==> src/rtl/csa_pkg.sv <==
// csa_pkg: op encodings, per-bit candidate struct and sizing helpers for the conditional sum adder
package csa_pkg;
  localparam logic OP_ADD = 1'b0;
  localparam logic OP_SUB = 1'b1;
  typedef struct packed {
    logic sum0;
    logic c0;
    logic sum1;
    logic c1;
  } cand_t;
  function automatic int csa_log2(input int v);
    int r;
    r = 0;
    for (int i = 0; i < 31; i++) r = ((1 << i) < v) ? i + 1 : r;
    return r;
  endfunction
  function automatic int csa_coff(input int w, input int k);
    return 2 * w - 2 * (w >> k);
  endfunction
  function automatic cand_t bit_cand(input logic a, input logic b);
    return '{sum0: a ^ b, c0: a & b, sum1: ~(a ^ b), c1: a | b};
  endfunction
endpackage

==> src/rtl/csa_merge_level.sv <==
// csa_merge_level: one conditional-sum merge rank (clk, rst, en_i; s0/s1 candidate sums, c0/c1 per-block carries in -> merged blocks of 2*BLK out, registered)
module csa_merge_level #(
  parameter int WIDTH = 16,
  parameter int BLK = 1
) (
  input  logic                        clk,
  input  logic                        rst,
  input  logic                        en_i,
  input  logic [WIDTH-1:0]            s0_i,
  input  logic [WIDTH-1:0]            s1_i,
  input  logic [WIDTH/BLK-1:0]        c0_i,
  input  logic [WIDTH/BLK-1:0]        c1_i,
  output logic [WIDTH-1:0]            s0_o,
  output logic [WIDTH-1:0]            s1_o,
  output logic [WIDTH/(2*BLK)-1:0]    c0_o,
  output logic [WIDTH/(2*BLK)-1:0]    c1_o
);
  localparam int NB = WIDTH / (2 * BLK);
  logic [WIDTH-1:0] s0_d, s1_d, s0_q, s1_q;
  logic [NB-1:0] c0_d, c1_d, c0_q, c1_q;
  always_comb begin
    s0_d = '0;
    s1_d = '0;
    c0_d = '0;
    c1_d = '0;
    for (int j = 0; j < NB; j++) begin
      s0_d[2*j*BLK +: BLK] = s0_i[2*j*BLK +: BLK];
      s1_d[2*j*BLK +: BLK] = s1_i[2*j*BLK +: BLK];
      s0_d[(2*j+1)*BLK +: BLK] = c0_i[2*j] ? s1_i[(2*j+1)*BLK +: BLK] : s0_i[(2*j+1)*BLK +: BLK];
      s1_d[(2*j+1)*BLK +: BLK] = c1_i[2*j] ? s1_i[(2*j+1)*BLK +: BLK] : s0_i[(2*j+1)*BLK +: BLK];
      c0_d[j] = c0_i[2*j] ? c1_i[2*j+1] : c0_i[2*j+1];
      c1_d[j] = c1_i[2*j] ? c1_i[2*j+1] : c0_i[2*j+1];
    end
  end
  always_ff @(posedge clk or posedge rst) begin
    if (rst) begin
      s0_q <= '0;
      s1_q <= '0;
      c0_q <= '0;
      c1_q <= '0;
    end else if (en_i) begin
      s0_q <= s0_d;
      s1_q <= s1_d;
      c0_q <= c0_d;
      c1_q <= c1_d;
    end
  end
  assign s0_o = s0_q;
  assign s1_o = s1_q;
  assign c0_o = c0_q;
  assign c1_o = c1_q;
endmodule

==> src/rtl/csa_pipe_adder.sv <==
// csa_pipe_adder: pipelined conditional sum add/sub (in_valid/in_ready, x, y, cin, op in; out_valid/out_ready, sum, cout, ovf out), latency log2(WIDTH)+1
module csa_pipe_adder import csa_pkg::*; #(
  parameter int WIDTH = 16
) (
  input  logic             clk,
  input  logic             rst,
  input  logic             in_valid,
  output logic             in_ready,
  input  logic [WIDTH-1:0] x,
  input  logic [WIDTH-1:0] y,
  input  logic             cin,
  input  logic             op,
  output logic             out_valid,
  input  logic             out_ready,
  output logic [WIDTH-1:0] sum,
  output logic             cout,
  output logic             ovf
);
  localparam int LEVELS = csa_log2(WIDTH);
  localparam int CW = 2 * WIDTH - 1;
  logic en, ci;
  logic [WIDTH-1:0] yy, s0_d, s1_d, c0_d, c1_d, s0_q, s1_q, c0_q, c1_q;
  logic [LEVELS:0] v_q, p_q;
  logic [(LEVELS+1)*WIDTH-1:0] s0_f, s1_f;
  logic [CW-1:0] c0_f, c1_f;
  cand_t cd;
  assign en = !v_q[LEVELS] | out_ready;
  assign in_ready = en;
  always_comb begin
    yy = (op == OP_SUB) ? ~y : y;
    ci = (op == OP_SUB) ? 1'b1 : cin;
    cd = '0;
    s0_d = '0;
    s1_d = '0;
    c0_d = '0;
    c1_d = '0;
    for (int i = 0; i < WIDTH; i++) begin
      cd = bit_cand(x[i], yy[i]);
      s0_d[i] = cd.sum0;
      c0_d[i] = cd.c0;
      s1_d[i] = cd.sum1;
      c1_d[i] = cd.c1;
    end
    s0_d[0] = ci ? s1_d[0] : s0_d[0];
    c0_d[0] = ci ? c1_d[0] : c0_d[0];
    s1_d[0] = s0_d[0];
    c1_d[0] = c0_d[0];
  end
  always_ff @(posedge clk or posedge rst) begin
    if (rst) begin
      s0_q <= '0;
      s1_q <= '0;
      c0_q <= '0;
      c1_q <= '0;
      v_q <= '0;
      p_q <= '0;
    end else if (en) begin
      s0_q <= s0_d;
      s1_q <= s1_d;
      c0_q <= c0_d;
      c1_q <= c1_d;
      v_q <= {v_q[LEVELS-1:0], in_valid};
      p_q <= {p_q[LEVELS-1:0], x[WIDTH-1] ^ yy[WIDTH-1]};
    end
  end
  assign s0_f[WIDTH-1:0] = s0_q;
  assign s1_f[WIDTH-1:0] = s1_q;
  assign c0_f[WIDTH-1:0] = c0_q;
  assign c1_f[WIDTH-1:0] = c1_q;
  for (genvar k = 1; k <= LEVELS; k++) begin : g_lvl
    localparam int B = 1 << (k - 1);
    csa_merge_level #(.WIDTH(WIDTH), .BLK(B)) u_merge (
      .clk  (clk),
      .rst  (rst),
      .en_i (en),
      .s0_i (s0_f[(k-1)*WIDTH +: WIDTH]),
      .s1_i (s1_f[(k-1)*WIDTH +: WIDTH]),
      .c0_i (c0_f[csa_coff(WIDTH, k-1) +: WIDTH/B]),
      .c1_i (c1_f[csa_coff(WIDTH, k-1) +: WIDTH/B]),
      .s0_o (s0_f[k*WIDTH +: WIDTH]),
      .s1_o (s1_f[k*WIDTH +: WIDTH]),
      .c0_o (c0_f[csa_coff(WIDTH, k) +: WIDTH/(2*B)]),
      .c1_o (c1_f[csa_coff(WIDTH, k) +: WIDTH/(2*B)])
    );
  end
  assign out_valid = v_q[LEVELS];
  assign sum = s0_f[LEVELS*WIDTH +: WIDTH];
  assign cout = c0_f[CW-1];
  assign ovf = cout ^ sum[WIDTH-1] ^ p_q[LEVELS];
  always_comb assert (s1_f[LEVELS*WIDTH +: WIDTH] == sum && c1_f[CW-1] == cout);
endmodule
==> config.mk <==
export PLATFORM = sky130hd
export DESIGN_NAME = csa_pipe_adder
export DESIGN_NICKNAME = d
export VERILOG_FILES = /design/src/rtl/csa_pkg.sv /design/src/rtl/csa_merge_level.sv /design/src/rtl/csa_pipe_adder.sv
export SDC_FILE = /design/constraint.sdc
export NUM_CORES = 1
export LEC_CHECK = 0
export ABC_AREA = 1
export CORE_MARGIN = 2
export CORE_UTILIZATION = 59
export CTS_BUF_LIST = sky130_fd_sc_hd__clkbuf_8
export DETAILED_ROUTE_END_ITERATION = 16
export PLACE_DENSITY = 0.8
export SLEW_MARGIN = 25
export SYNTH_ARGS = -nofsm -noshare
export SYNTH_HDL_FRONTEND = slang
export SYNTH_SLANG_ARGS = --single-unit
==> constraint.sdc <==
create_clock -name clk -period 10.3 [get_ports clk]
set_input_delay 1.03 -clock clk [delete_from_list [all_inputs] [get_ports clk]]
set_output_delay 1.03 -clock clk [all_outputs]
set_load 0.01 [all_outputs]
==> results of run 1 <==
==> power by group through the flow <==
stage	Combinational (W)	Clock (W)	Sequential [W]
final	0.000837	0.000497	0.00135
after global routing	0.000981	0.000538	0.00140
after CTS	0.000851	0.000508	0.00135
after detailed placement	0.000843	0	0.00136
after global placement	0.000808	0	0.00135
after floorplan	0.000653	0	0.00130
==> critical path: stages <==
cell	delay [ns]
clkdlybuf4s50_1	0.47
inv_2	0.04
nand2_4	0.54
clkdlybuf4s50_1	0.68
==> layout make-up <==
type / instances / area share (%)
clock inverter: 10 / 1.08
timing repair buffer: 60 / 6.07
tap: 184 / 2.38
multi-input combinational: 655 / 32.9
inverter: 100 / 4.05
clock buffer: 22 / 3.12
sequential: 195 / 50.4
==> flip-flops by register name, indices dropped and copies added (netlist names) <==
| name | flops |
|---|---|
| c0_q | 16 |
| c1_q | 15 |
| g_lvl.u_merge.c0_o | 12 |
| g_lvl.u_merge.c1_o | 14 |
| g_lvl.u_merge.s0_o | 50 |
| g_lvl.u_merge.s1_o | 48 |
| p_q | 5 |
| s0_q | 15 |
| s1_q | 15 |
| v_q | 5 |
==> path summary, 6_finish.rpt <==
kind                                                        end                from  slack (ns)  depth (start not counted)
setup / recovery                                       in_ready           out_ready        6.50                          4
hold / removal                               v_q[4]$_DFFE_PP0P_  v_q[3]$_DFFE_PP0P_        0.46                          2
setup reg to reg                            s1_q[2]$_DFFE_PP0P_  v_q[4]$_DFFE_PP0P_        7.49                          4
hold reg to reg                              v_q[4]$_DFFE_PP0P_  v_q[3]$_DFFE_PP0P_        0.46                          2
max in group asynchronous  g_lvl[2].u_merge.c1_o[2]$_DFFE_PP0P_                 rst        8.10                          3
min in group asynchronous  g_lvl[3].u_merge.s1_o[3]$_DFFE_PP0P_                 rst        1.07                          2
==> metal layers <==
metal	share of wire (%)	wire length [um]	vias up	global-route usage, %
met5	0	0	-	0
met4	1.4	214	0	6.60
met3	3.7	554	18	4.59
met2	43	6510	101	31.3
met1	52	7740	2978	31.3
li1	-	-	3204	-
==> placed cells by master, fill, tap and decap left out, types with 4 or more instances in the layout <==
| master | instances |
|---|---|
| clkdlybuf4s50_1 | 56 |
| o211ai_1 | 75 |
| o21ai_1 | 36 |
| ha_1 | 32 |
| o21ai_0 | 28 |
| inv_1 | 99 |
| clkbuf_8 | 22 |
| dfrtp_1 | 195 |
| nand2_1 | 463 |
| clkinv_2 | 4 |
| xor2_1 | 7 |
| xnor2_1 | 9 |
==> cells by family after synthesis <==
| kind of cell | Yosys count | share of synthesized area, % |
|---|---|---|
| adder cells (fa/ha/maj) | 32 | 4.58 |
| AND/OR/NAND/NOR | 468 | 20.2 |
| buffers and inverters | 149 | 7.62 |
| flip-flops | 195 | 55.8 |
| XOR/XNOR | 16 | 1.60 |
| AO/OA/AOI/OAI | 139 | 10.1 |
==> metrics by stage <==
stage | hold WS [ns] | instance area (um^2)
floorplan | 0.420 | 8740
global route | 0.479 | 9690
finish | 0.464 | 9690
detailed placement | 0.445 | 9280
CTS | 0.465 | 9690
global placement | 0.440 | 9280
==> reports/results.txt, run 1 <==
Status: complete, no violations
Total routed wirelength: 15.0 mm
Min Tclk post-route: 3.80 ns
Multi-input logic area: 3190 um^2
Core area: 14500 um^2
Internal power: 0.00171 W
Die H: 126 um
Pwr Total: 0.00268 W
Power density cells: 277 nW/um^2
Ranking of synthesized cells by area: dfrtp_1, nand2_1, o211ai_1
Initial antenna violation count: 0
Rows: 44
Setup tns final: 0 ns
Flop pwr share: 50.2%
Most frequently used flop master after synthesis: dfrtp_1
Filler cells: 1190
Post-Syn Nets: 1069
Most frequent cells after synthesis: nand2_1, dfrtp_1, inv_1
DP Wirelength: 9.58 mm
Comb pwr share: 31.2%
Clock latency on the worst-skew pair: 0.46 ns
Wire per inst: 12.3 um
Initial drt markers: 587
Post_cts resized: 0
Count leader, synth: nand2_1
Final setup margin: 6.50 ns
Hold_buf cts: 0
Initial core utilization: 60.3%
P_leak: 4.97 nW
Register area: 4880 um^2
Crit path required time: 9.27 ns
Slew Limit Fails: 0
Die width: 126 um
Mapped Cells: 999
Final core occ: 66.9%
GRT Total Usage: 21.0%
Type of the worst setup path: in2out
Synthesized area: 8740 um^2
Root buffer cell: clkbuf_8
Min-Delay Path Class: reg2reg
Layout cell share with drive strength beyond 1: 3.65%
Cell taking the most area after synthesis: dfrtp_1
Synthesis Warnings: 0
I/O Buffers: 57
Area Overhead vs Synth: 10.9%
Vias in the first global route: 6021
Via density per instance: 5.14
ANT cells: 0
Net Switching: 0.000974 W
Io pins: 58
Longest Clk Path Bufs: 2
Post-synth top area share: 55.8%
Final setup viols: 0
CP Launch Type: input port
TritonCTS buffer count: 17
Fraction of registers with async set/reset: 100%
Remaining antenna violation count: 0
Worst Tran Pin Value: 0.986 ns
Post-synthesis sequential area ratio: 55.8%
Unique cell type count in the Yosys netlist: 17
Via count: 6301
CP endpoint kind: primary output
Finished Layout Cells: 1226
Global-route wire length before repair: 27.3 mm
VDD IR-drop max: 167 uV
GPL Wtd Cong: 0.723
DP Cell Count: 1194
Syn_area_per_cell: 8.75 um^2
EDFF count, synth: 0
CTS tree: built
Post-layout nets: 1099
Clock sink total: 195
Switching Share: 36.4%
Clk slew on worst S/H paths: 0.09 ns
Final period util: 36.9%
Final Hold Viols: 0
FF+latch count, synth: 195
Largest net degree at the start of global routing: 144
Drt pass-1 iters: 5
Maximum clock rate: 263 MHz
Clock skew: 0.0105 ns
RSZ-0062 raised after global routing: no
Post-route DRC violation count: 0
Global route overflow: 0
H-tree depth: 4
Place WS: 6.42 ns
Arr. time, crit path: 2.77 ns
Power share of the clock group: 18.5%
Die area: 15800 um^2
Max-cap violations: 0
Max-slew headroom: 34.3%
Postcts setup bufs: 0
Worst-path fanout max: 74
No activity file was read; power rests on OpenSTA's default activity.
==> run 2, diff against run 1 <==
- clock period: 10.3 -> 3.8 ns (I/O delays scaled with it)
==> run 2 against run 1 <==
Against the previous run: largest cell class unchanged; cell area grew 0.90%; largest power group unchanged; critical path depth increased by 2; register-to-register slack got worse by 5.3 ns.
==> reports/results.txt, run 2 (synthesized netlist as in run 1, its figures left out) <==
Hold_buf cts: 0
Reg2Reg Launch Point: v_q[4]$_DFFE_PP0P_
Place WS: 1.76 ns
Max-cap violations: 0
Longest Clk Path Bufs: 2
Max FFs per register: 50
Min Tclk post-route: 2.08 ns
Postcts setup bufs: 0
Crit path required time: 3.42 ns
Root buffer cell: clkbuf_8
Pwr Total: 0.00730 W
Layout cell share with drive strength beyond 1: 4.21%
Filler cells: 1136
Post-layout nets: 1103
Final Hold Viols: 0
CP Launch Type: register
Final setup viols: 0
I/O Buffers: 57
Maximum clock rate: 480 MHz
Post-route DRC violation count: 0
Worst Tran Pin Value: 0.851 ns
H-tree depth: 4
CP endpoint kind: primary output
Type of the worst setup path: reg2out
Initial drt markers: 474
Hold WS: 0.421 ns
Largest net degree at the start of global routing: 180
GPL Wtd Cong: 0.746
Drt pass-1 iters: 4
Rows: 44
Io pins: 58
Worst Setup SP: g_lvl[4].u_merge.s0_o[15]$_DFFE_PP0P_
Global route overflow: 0
Initial antenna violation count: 0
Total routed wirelength: 15.1 mm
RSZ-0062 raised after global routing: no
Die width: 126 um
Final core occ: 67.5%
Via density per instance: 5.04
ANT cells: 0
Clock latency on the worst-skew pair: 0.46 ns
CTS tree: built
Area Overhead vs Synth: 11.9%
Clock sink total: 195
Commonest non-fill, non-tap cells in the layout: nand2_1, dfrtp_1, inv_1
Cells on worst reg2reg path: 5
Final setup margin: 1.72 ns
Remaining antenna violation count: 0
Final period util: 54.8%
P_leak: 4.99 nW
Initial core utilization: 60.3%
Vias in the first global route: 6020
Post_cts resized: 0
Slew Limit Fails: 0
Max-slew headroom: 43.2%
Arr. time, crit path: 1.70 ns
Setup tns final: 0 ns
DP Wirelength: 9.69 mm
Via count: 6205
Commonest non-fill, non-tap cell in the layout: nand2_1
Power density cells: 746 nW/um^2
Wire per inst: 12.3 um
VDD IR-drop max: 1100 uV
Status: complete, no violations
Core area: 14500 um^2
Clk slew on worst S/H paths: 0.10 ns
Die H: 126 um
Global-route wire length before repair: 27.4 mm
Worst-path fanout max: 4
GRT Total Usage: 21.1%
Min-Delay Path Class: in2async
TritonCTS buffer count: 17
Clock skew: 0.0117 ns
Die area: 15800 um^2
[run 2: final timing paths]
check	to	slack, ns
setup / recovery	ovf	1.72
hold / removal	g_lvl[2].u_merge.s0_o[6]$_DFFE_PP0P_	0.42
setup reg to reg	c1_q[4]$_DFFE_PP0P_	2.21
hold reg to reg	g_lvl[2].u_merge.s1_o[1]$_DFFE_PP0P_	0.48
max in group asynchronous	p_q[3]$_DFFE_PP0P_	2.57
min in group clk	v_q[0]$_DFFE_PP0P_	0.45
[run 2: critical path, cell delays in order, from the launching register on]
cell and delay, ns:
dfrtp_1 0.42, inv_1 0.07, nand2_1 0.07, nand2_1 0.07, nand2_1 0.05, nand2_1 0.05
clkdlybuf4s50_1 0.52
[run 2: cell type report]
cell class / count / area (um^2) / share of cell area (%)
repair buffers: 64 / 681 / 6.96
well taps: 184 / 230 / 2.35
inverters: 100 / 384 / 3.93
flip-flops and latches: 195 / 4880 / 49.9
multi-input cells: 655 / 3190 / 32.6
clock buffers: 18 / 248 / 2.53
clock inverters: 14 / 164 / 1.68
[run 2: per-layer routing]
| metal | global-route usage (%) | wire (um) |
|---|---|---|
| met5 | 0 | 0 |
| met3 | 3.91 | 479 |
| met1 | 30.5 | 7680 |
| met4 | 6.86 | 220 |
| met2 | 32.8 | 6730 |
[run 2: per-stage QoR]
stage	cells	instance area (um^2)
global placement	1198	9370
CTS	1230	9780
global route	1230	9780
floorplan	999	8740
finish	1230	9780
detailed placement	1198	9370
[run 2: where the power goes]
group          switching [W]  internal (W)
Combinational        0.00132      0.000972
Clock               0.000748      0.000622
Sequential          0.000633       0.00300
Total                0.00270       0.00460
==> run 3, diff against run 2 <==
- clock period: 3.8 -> 2 ns (I/O delays scaled with it)
==> run 3 against run 2 <==
Against the previous run: cell area is 0.83% higher; register-to-register slack worse by 1.5 ns; clock skew is 0.0020 ns higher; via count is 0.92% higher; total power is 90% higher; sequential power is 91% higher; non-clock buffer count is 10 higher; setup slack worse by 1.5 ns; critical endpoint is now in_ready; highest routed layer unchanged.
==> reports/results.txt, run 3 (synthesized netlist as in run 1, its figures left out) <==
Longest Clk Path Bufs: 2
Reg2Reg Launch Point: v_q[4]$_DFFE_PP0P_
Final core occ: 68.1%
Max-slew headroom: 62.4%
Net Switching: 0.00509 W
Critical Path, Cell by Cell: nand2_4, clkdlybuf4s50_1
Maximum clock rate: 557 MHz
Via count: 6262
Commonest non-fill, non-tap cells in the layout: nand2_1, dfrtp_1, inv_1
Initial core utilization: 60.3%
Final setup viols: 0
Vias in the first global route: 5888
Io pins: 58
CTS tree: built
Max FFs per register: 50
Area Overhead vs Synth: 12.8%
Crit path required time: 1.80 ns
Post-route DRC violation count: 0
Power density cells: 1410 nW/um^2
Filler cells: 1159
Comb pwr share: 32.7%
Post-layout nets: 1113
Type of the worst setup path: reg2out
DP Wirelength: 10.5 mm
Status: complete, no violations
Clock skew: 0.0137 ns
DP Cell Count: 1205
Max-cap violations: 0
Clock latency on the worst-skew pair: 0.47 ns
Crit-path max cell delay: 0.56 ns
Internal power: 0.00877 W
Die area: 15800 um^2
Remaining antenna violation count: 0
Global route overflow: 0
Sum of buffers and inverters on the critical path: 1
Arr. time, crit path: 1.60 ns
Drt pass-1 iters: 5
Finished Layout Cells: 1239
GPL Wtd Cong: 0.759
Total routed wirelength: 15.9 mm
Root buffer cell: clkbuf_8
Clk slew on worst S/H paths: 0.10 ns
Hold_buf cts: 0
Global-route wire length before repair: 27.9 mm
Setup tns final: 0 ns
Min Tclk post-route: 1.80 ns
Register area: 4880 um^2
Multi-input logic area: 3190 um^2
Die H: 126 um
TritonCTS buffer count: 17
Worst Tran Pin Value: 0.563 ns
Pwr Total: 0.0139 W
Reg2reg setup slack: 0.67 ns
RSZ-0062 raised after global routing: no
Via density per instance: 5.05
Switching Share: 36.7%
Power share of the clock group: 17.4%
Worst r2r dst: g_lvl[2].u_merge.s0_o[4]$_DFFE_PP0P_
Crit path max-delay cell type: clkdlybuf4s50_1
Slew Limit Fails: 0
P_leak: 5.05 nW
Rows: 44
Core area: 14500 um^2
Cells on worst reg2reg path: 5
Hold WS: 0.245 ns
Die width: 126 um
Wire per inst: 12.8 um
Grt peak-use layer: met1
Clock sink total: 195
ANT cells: 0
Commonest non-fill, non-tap cell in the layout: nand2_1
Min-Delay Path Class: in2async
VDD IR-drop max: 827 uV
Initial antenna violation count: 0
I/O Buffers: 57
CP endpoint kind: primary output
Final Hold Viols: 0
H-tree depth: 4
GRT Total Usage: 21.7%
CP Launch Type: register
CP top delay family: buffers and inverters
Flop pwr share: 49.9%
M2 GR Usage: 32.2%
Final period util: 89.8%
Initial drt markers: 444
Largest net degree at the start of global routing: 91
Worst-path fanout max: 7
Met3 Usage GRT: 3.74%
Met1 global-route usage: 33.0%
Layout cell share with drive strength beyond 1: 4.83%
==> run 3: area by class of cell <==
cell class	instances	area share, %
multi-input combinational	655	32.4
tap	184	2.34
inverter	100	3.90
sequential	195	49.5
timing repair buffer	74	8.12
clock buffer	21	2.93
clock inverter	10	0.850
==> run 3: through the flow <==
stage,setup slack [ns],instance area (um^2)
2_1_floorplan,-0.718,8740
3_3_place_gp,0.333,9460
3_5_place_dp,0.264,9460
4_1_cts,0.0604,9830
5_1_grt,0.143,9860
6_report,0.205,9860
==> run 3: how the worst max path moves through the flow <==
stage,from,to,cells after the start
6_report,v_q[4]$_DFFE_PP0P_,in_ready,2
5_1_grt,v_q[4]$_DFFE_PP0P_,in_ready,2
4_1_cts,g_lvl[4].u_merge.s0_o[15]$_DFFE_PP0P_,ovf,6
3_5_place_dp,op,s0_q[2]$_DFFE_PP0P_,7
3_3_place_gp,op,s0_q[0]$_DFFE_PP0P_,8
2_1_floorplan,rst,c0_q[0]$_DFFE_PP0P_,1
==> run 3: routing by layer <==
| metal | wire length (um) | vias to the layer above |
|---|---|---|
| met5 | 0 | - |
| met4 | 221 | 0 |
| met3 | 478 | 15 |
| met2 | 7070 | 98 |
| met1 | 8090 | 2919 |
| li1 | - | 3230 |
==> run 3: timing repair <==
action                     4_1_cts  5_1_grt
setup buffers                    0        3
setup endpoints to repair        0        1
resized for setup                0        1
==> run 3: tightest hold or removal path, cell delays in order <==
cell and delay [ns]:
clkdlybuf4s50_1 0.44, clkinvlp_4 0.14, buf_12 0.34
==> run 3: power by group through the flow <==
stage | clock, W | combinational (W) | sequential (W)
2_1_floorplan | 0 | 0.00337 | 0.00669
3_3_place_gp | 0 | 0.00434 | 0.00693
3_5_place_dp | 0 | 0.00451 | 0.00700
4_1_cts | 0.00247 | 0.00456 | 0.00692
5_1_grt | 0.00262 | 0.00527 | 0.00719
6_report | 0.00241 | 0.00453 | 0.00692
